File: src/rtl/timer_pkg.sv
// Shared types and constants for the timer sequencing controller.
package timer_pkg;

  localparam int unsigned TIMER_WIDTH = 8;

  typedef enum logic [2:0] {
    ST_IDLE    = 3'd0,
    ST_PRELOAD = 3'd1,
    ST_RUN     = 3'd2,
    ST_RELOAD  = 3'd3,
    ST_DONE    = 3'd4
  } timer_state_t;

  localparam logic [1:0] MODE_FREE    = 2'b00;
  localparam logic [1:0] MODE_ONESHOT = 2'b01;
  localparam logic [1:0] MODE_RELOAD  = 2'b10;

endpackage

File: src/rtl/timer_wrap_detect.sv
// Detects counter wrap (FF->00 up, 00->FF down) by comparing the previous
// and current counter values; an edge that follows a load is masked so a
// software/reload load cannot be mistaken for a wrap.
module timer_wrap_detect #(
  parameter int unsigned WIDTH = 8
) (
  input  logic             counter_internal_clk,
  input  logic             counter_reset_n,
  input  logic             run_active,
  input  logic             dir,
  input  logic             ctrl_load,
  input  logic [WIDTH-1:0] counter_value,
  output logic             ovf_evt,
  output logic             udf_evt
);

  logic [WIDTH-1:0] last_value;
  logic             load_d;

  // Track previous counter value and whether the last edge was a load
  always_ff @(posedge counter_internal_clk or negedge counter_reset_n) begin
    if (!counter_reset_n) begin
      last_value <= '0;
      load_d     <= 1'b0;
    end else begin
      last_value <= counter_value;
      load_d     <= ctrl_load;
    end
  end

  // Wrap event decode, only meaningful while counting
  always_comb begin
    ovf_evt = run_active && !load_d && !dir &&
              (last_value == '1) && (counter_value == '0);
    udf_evt = run_active && !load_d && dir &&
              (last_value == '0) && (counter_value == '1);
  end

endmodule

File: src/rtl/timer_mode_ctrl.sv
// Timer sequencing controller: turns TCR start/mode/direction into counter
// load/enable/direction controls, tracks wrap events, sticky flags and IRQ.
module timer_mode_ctrl
  import timer_pkg::*;
#(
  parameter int unsigned WIDTH     = TIMER_WIDTH,
  parameter int unsigned EVT_CNT_W = 4
) (
  input  logic                 counter_internal_clk,
  input  logic                 counter_reset_n,
  input  logic                 cfg_start,
  input  logic [1:0]           cfg_mode,
  input  logic                 cfg_up_down,
  input  logic [WIDTH-1:0]     cfg_tdr,
  input  logic                 sw_load,
  input  logic [1:0]           flag_clr,
  input  logic [1:0]           int_en,
  input  logic [WIDTH-1:0]     counter_value,
  output logic                 ctrl_load,
  output logic                 ctrl_enable,
  output logic                 ctrl_up_down,
  output logic [WIDTH-1:0]     ctrl_tdr,
  output logic                 ovf_flag,
  output logic                 udf_flag,
  output logic                 timer_irq,
  output logic [EVT_CNT_W-1:0] evt_count,
  output logic                 busy
);

  localparam logic [EVT_CNT_W-1:0] EVT_MAX = '1;

  timer_state_t state, state_nxt;
  logic         fsm_load;
  logic         ovf_evt, udf_evt, wrap_evt;
  logic         start_accept;

  timer_wrap_detect #(
    .WIDTH (WIDTH)
  ) u_wrap_detect (
    .counter_internal_clk (counter_internal_clk),
    .counter_reset_n      (counter_reset_n),
    .run_active           (state == ST_RUN),
    .dir                  (ctrl_up_down),
    .ctrl_load            (ctrl_load),
    .counter_value        (counter_value),
    .ovf_evt              (ovf_evt),
    .udf_evt              (udf_evt)
  );

  assign wrap_evt     = ovf_evt | udf_evt;
  assign start_accept = (state == ST_IDLE) && cfg_start;

  // State register
  always_ff @(posedge counter_internal_clk or negedge counter_reset_n) begin
    if (!counter_reset_n) state <= ST_IDLE;
    else                  state <= state_nxt;
  end

  // Next-state and Moore control decode; mode is sampled live at event time
  always_comb begin
    state_nxt   = state;
    fsm_load    = 1'b0;
    ctrl_enable = 1'b0;
    busy        = 1'b0;
    unique case (state)
      ST_IDLE: begin
        if (cfg_start) state_nxt = ST_PRELOAD;
      end
      ST_PRELOAD: begin
        fsm_load  = 1'b1;
        busy      = 1'b1;
        state_nxt = ST_RUN;
      end
      ST_RUN: begin
        ctrl_enable = 1'b1;
        busy        = 1'b1;
        if (!cfg_start) begin
          state_nxt = ST_IDLE;
        end else if (wrap_evt) begin
          case (cfg_mode)
            MODE_ONESHOT: state_nxt = ST_DONE;
            MODE_RELOAD:  state_nxt = ST_RELOAD;
            default:      state_nxt = ST_RUN;
          endcase
        end
      end
      ST_RELOAD: begin
        fsm_load  = 1'b1;
        busy      = 1'b1;
        state_nxt = cfg_start ? ST_RUN : ST_IDLE;
      end
      ST_DONE: begin
        if (!cfg_start) state_nxt = ST_IDLE;
      end
      default: state_nxt = ST_IDLE;
    endcase
  end

  // A reload load and a software load merge into a single load of cfg_tdr
  always_comb begin
    ctrl_load = fsm_load | sw_load;
    ctrl_tdr  = cfg_tdr;
    timer_irq = (ovf_flag & int_en[0]) | (udf_flag & int_en[1]);
  end

  // Direction latch, sticky flags (set beats clear) and saturating event count
  always_ff @(posedge counter_internal_clk or negedge counter_reset_n) begin
    if (!counter_reset_n) begin
      ctrl_up_down <= 1'b0;
      ovf_flag     <= 1'b0;
      udf_flag     <= 1'b0;
      evt_count    <= '0;
    end else begin
      if (start_accept) ctrl_up_down <= cfg_up_down;

      if (ovf_evt)          ovf_flag <= 1'b1;
      else if (flag_clr[0]) ovf_flag <= 1'b0;

      if (udf_evt)          udf_flag <= 1'b1;
      else if (flag_clr[1]) udf_flag <= 1'b0;

      if (start_accept)
        evt_count <= '0;
      else if (wrap_evt && (evt_count != EVT_MAX))
        evt_count <= evt_count + 1'b1;
    end
  end

endmodule

File: config.mk
export PLATFORM = sky130hd
export DESIGN_NAME = timer_mode_ctrl
export DESIGN_NICKNAME = d
export VERILOG_FILES = /design/src/rtl/timer_pkg.sv /design/src/rtl/timer_wrap_detect.sv /design/src/rtl/timer_mode_ctrl.sv
export SDC_FILE = /design/constraint.sdc
export NUM_CORES = 1
export LEC_CHECK = 0
export CAP_MARGIN = 20
export CORE_UTILIZATION = 44
export CTS_BUF_LIST = sky130_fd_sc_hd__clkbuf_2
export DETAILED_ROUTE_END_ITERATION = 12
export HOLD_SLACK_MARGIN = 0.08
export PLACE_DENSITY = 0.87
export SLEW_MARGIN = 20
export SYNTH_ARGS = -nofsm -noshare
export SYNTH_HDL_FRONTEND = slang
export SYNTH_SLANG_ARGS = --single-unit
File: constraint.sdc
create_clock -name counter_internal_clk -period 3.8 [get_ports counter_internal_clk]
set_input_delay 0.57 -clock counter_internal_clk [delete_from_list [all_inputs] [get_ports counter_internal_clk]]
set_output_delay 0.57 -clock counter_internal_clk [all_outputs]
set_load 0.01 [all_outputs]
==> run metrics <==
Port Buffers=29; Synth top area share=0.513; max frequency=447 MHz; Internal=around 0.00033 W; Crit. Startpoint=int_en[0]; pin count of the biggest net entering global routing=20; deepest clock path buffer count=2; Worst-Margin Slew=between 800 and 900 ps; Rows=16; Critical Path Most Common Cell=clkdlybuf4s50_1; Rel. slew slack=0.454; Seq/Total Area, Yosys=0.513; period utilization=0.589; end of the worst register-to-register path=evt_count[0]$_DFFE_PN0P_; total power draw=between 0.0004 and 0.0005 W; Clk pwr share=0.176; outcome=finished, final reports clean; delay-heaviest family, CP=buffers and inverters; vias in the first global route=604; final hold vios=0; final setup TNS=0 ps; Worst Setup Slack, final=1560 ps; Via Count=721; Resized cells post-CTS=0; Worst Hold Class=reg2reg; total CTS buffers=3; vias per inst=about 5.2; CP bufs+invs=2; hold path depth=2; DRT antenna net count=0; Sw Share=0.305; FF-to-FF Start=u_wrap_detect.last_value[2]$_DFF_PN0_; Area Overhead vs Synth=30.6%; Die Span Y=47.9 µm; maximum vdd drop=0.194 mV; M3 GR Usage=0.0151; htree depth=1; IO Pins=46; Clk Latency, worst-skew pair=just under 300 ps; Post-Syn Area=927 µm²; cts hold-fix bufs=0; Synth Flop Type=dfrtp_1; hold_sp=udf_flag$_DFFE_PN0P_; GPL Wtd Cong=between 0.7 and 0.8; placed wire-length estimate=between 1000 and 1500 µm; initial antenna violation count=0; met2 usage=0.262; grt peak-use layer=met2; worst reg2reg setup slack=about 1900 ps; crit path time final=~2200 ps; post-route cell area=between 0.001 and 0.0015 mm²; sequential share of power=0.517; Sequential cell area=approximately 480 µm²; P_sw=0.000143 W; CP cell instances=clkdlybuf4s50_1 > a22o_1 > clkdlybuf4s50_1; RSZ-0062 raised after global routing=false; largest fanout on the critical path=1; Post-Synthesis Cells=86; top cells by count, synth=19 x dfrtp_1, 12 x nand2_1, 8 x buf_4; drt first pass iters=4; final slew viol count=0; WP data arrival=about 1700 ps; Clock Tree Root=clkbuf_2; Synth Register Bits=19; postcts setup bufs=0; total track usage=0.170; crit end category=output pin; share of layout cells above drive strength 1=0.0901; Die X-Extent=~48 µm; area of the multi-input gates=approximately 370 µm²; Clock transition at path regs=about 170 ps; Largest stage delay, worst path=520 ps; global route overflow=0; Post-Syn Nets=between 100 and 150; Async S/R FF share, synth=1.00; CTS Sinks=19; Hold EP=udf_flag$_DFFE_PN0P_; Fill cells=roughly 170; max cap viols=0; syn avg cell area=10.8 µm²; met1 Track Usage GR=0.233; part of the power in combinational logic=0.307; DRC violations left=0; CTS tree=built; initial core utilization=0.473; Place WS=between 1000 and 1500 ps; final antenna diode count=0; Nets=140; Pwr Density=slightly below 400 mW/mm²; Die ar.=around 0.0023 mm²; CP Class=in2out; top-count cell post-synth=dfrtp_1; initial DRC count=12; Area after DPL=about 0.0012 mm²; synth top area cells=dfrtp_1 51%, buf_4 6.5%, nand2_1 4.9%, mux2i_1 4.3%, nand4_1 2.7%; Critical Path RT=about 3200 ps; dominant cell type by area after synthesis=dfrtp_1; Post-synth EDFFs=0; Final setup viols=0; WL/cell=around 13 µm; core area=slightly below 0.002 mm²; Leak=slightly above 0.5 nW; Reg2Reg Depth=5; first-pass GRT wire length=roughly 2600 µm; Worst setup SP type=primary input; Unique masters post-synth=29; Routed Wire Length=1810 µm; Synth Warn #=0; Critical Path Slowest Stage Cell=clkdlybuf4s50_1; Clock Skew=0.805 ps
==> worst max-delay path by stage <==
stage,end,slack [ps],depth (start not counted)
floorplan,state[1]$_DFFE_PN0P_,1800,5
global placement,state[1]$_DFFE_PN0P_,1320,6
detailed placement,state[1]$_DFFE_PN0P_,1280,6
CTS,timer_irq,1560,3
global route,timer_irq,1490,3
finish,timer_irq,1560,3
==> metrics by stage <==
step                      cells  hold slack, ps   util
after floorplan              86             274      -
after global placement      134             537  0.607
after detailed placement    134             535  0.607
after CTS                   138             557  0.617
after global routing        138             592  0.617
final                       138             547  0.617
==> power by group through the flow <==
| stage | Clock [W] | Combinational, W | Sequential (W) |
|---|---|---|---|
| floorplan | 0 | 0.0000757 | 0.000245 |
| global placement | 0 | 0.000140 | 0.000245 |
| detailed placement | 0 | 0.000145 | 0.000246 |
| CTS | 0.0000889 | 0.000146 | 0.000243 |
| global route | 0.0000974 | 0.000156 | 0.000245 |
| finish | 0.0000825 | 0.000144 | 0.000243 |
==> layer usage <==
metal  vias to the layer above  wire length, µm
met5                         -                0
met1                       345              784
met2                        27              878
met4                         0               19
li1                        347                -
met3                         2              124
==> sequential cells by signal, summed over array words and instances, names as in the netlist <==
name and cells:
evt_count 4, ctrl_up_down 1, udf_flag 1, state 3, u_wrap_detect.last_value 8, u_wrap_detect.load_d 1
ovf_flag 1
==> cell usage in the layout (no fill, tap or decap) <==
| cell | netlist | routed |
|---|---|---|
| a21o_1 | 1 | 1 |
| a21oi_1 | 2 | 2 |
| a21boi_2 | 2 | 2 |
| dfrtp_1 | 19 | 19 |
| clkdlybuf4s50_1 | 0 | 29 |
| o21ai_0 | 3 | 3 |
| a22o_1 | 1 | 1 |
| mux2_2 | 1 | 1 |
| clkinv_2 | 0 | 1 |
| ha_1 | 1 | 1 |
| and2b_1 | 1 | 1 |
| clkbuf_2 | 0 | 3 |
| nand4_1 | 4 | 4 |
| o31a_1 | 1 | 1 |
| nand3_1 | 2 | 2 |
| nor2_1 | 4 | 4 |
| nand4_4 | 1 | 1 |
| inv_1 | 6 | 6 |
| nor4_4 | 1 | 1 |
| or4_4 | 1 | 1 |
| nor3_1 | 2 | 2 |
| and3_1 | 1 | 1 |
| mux2i_1 | 4 | 4 |
| nand2b_1 | 2 | 2 |
| nand2_1 | 12 | 12 |
| a211o_1 | 1 | 1 |
| nor3b_1 | 1 | 1 |
| a21boi_1 | 1 | 1 |
| o211a_1 | 1 | 1 |
| nor4_1 | 1 | 1 |
| or4_1 | 1 | 1 |
==> cell type report <==
cell class,count,area share
clock inverters,1,0.00413
inverters,6,0.0186
clock buffers,3,0.0124
multi-input cells,53,0.305
repair buffers,29,0.240
flip-flops and latches,19,0.393
well taps,27,0.0279
==> cell families (layout without fill, tap and decap cells) <==
logic type	after synthesis	in the layout	share of synthesized area
buffers and inverters	14	39	0.0891
adder cells (fa/ha/maj)	1	1	0.0135
multiplexers	5	5	0.0553
flip-flops	19	19	0.513
AND/OR/NAND/NOR	34	34	0.223
AO/OA/AOI/OAI	13	13	0.107
==> worst register-to-register path, stage by stage, from the launching register on <==
cell and delay [ps]:
dfrtp_1 410, or4_1 520, nor3_1 140, nand4_1 280
a21boi_2 290, mux2i_1 220
Note: power is estimated with default switching activity, not from simulation.
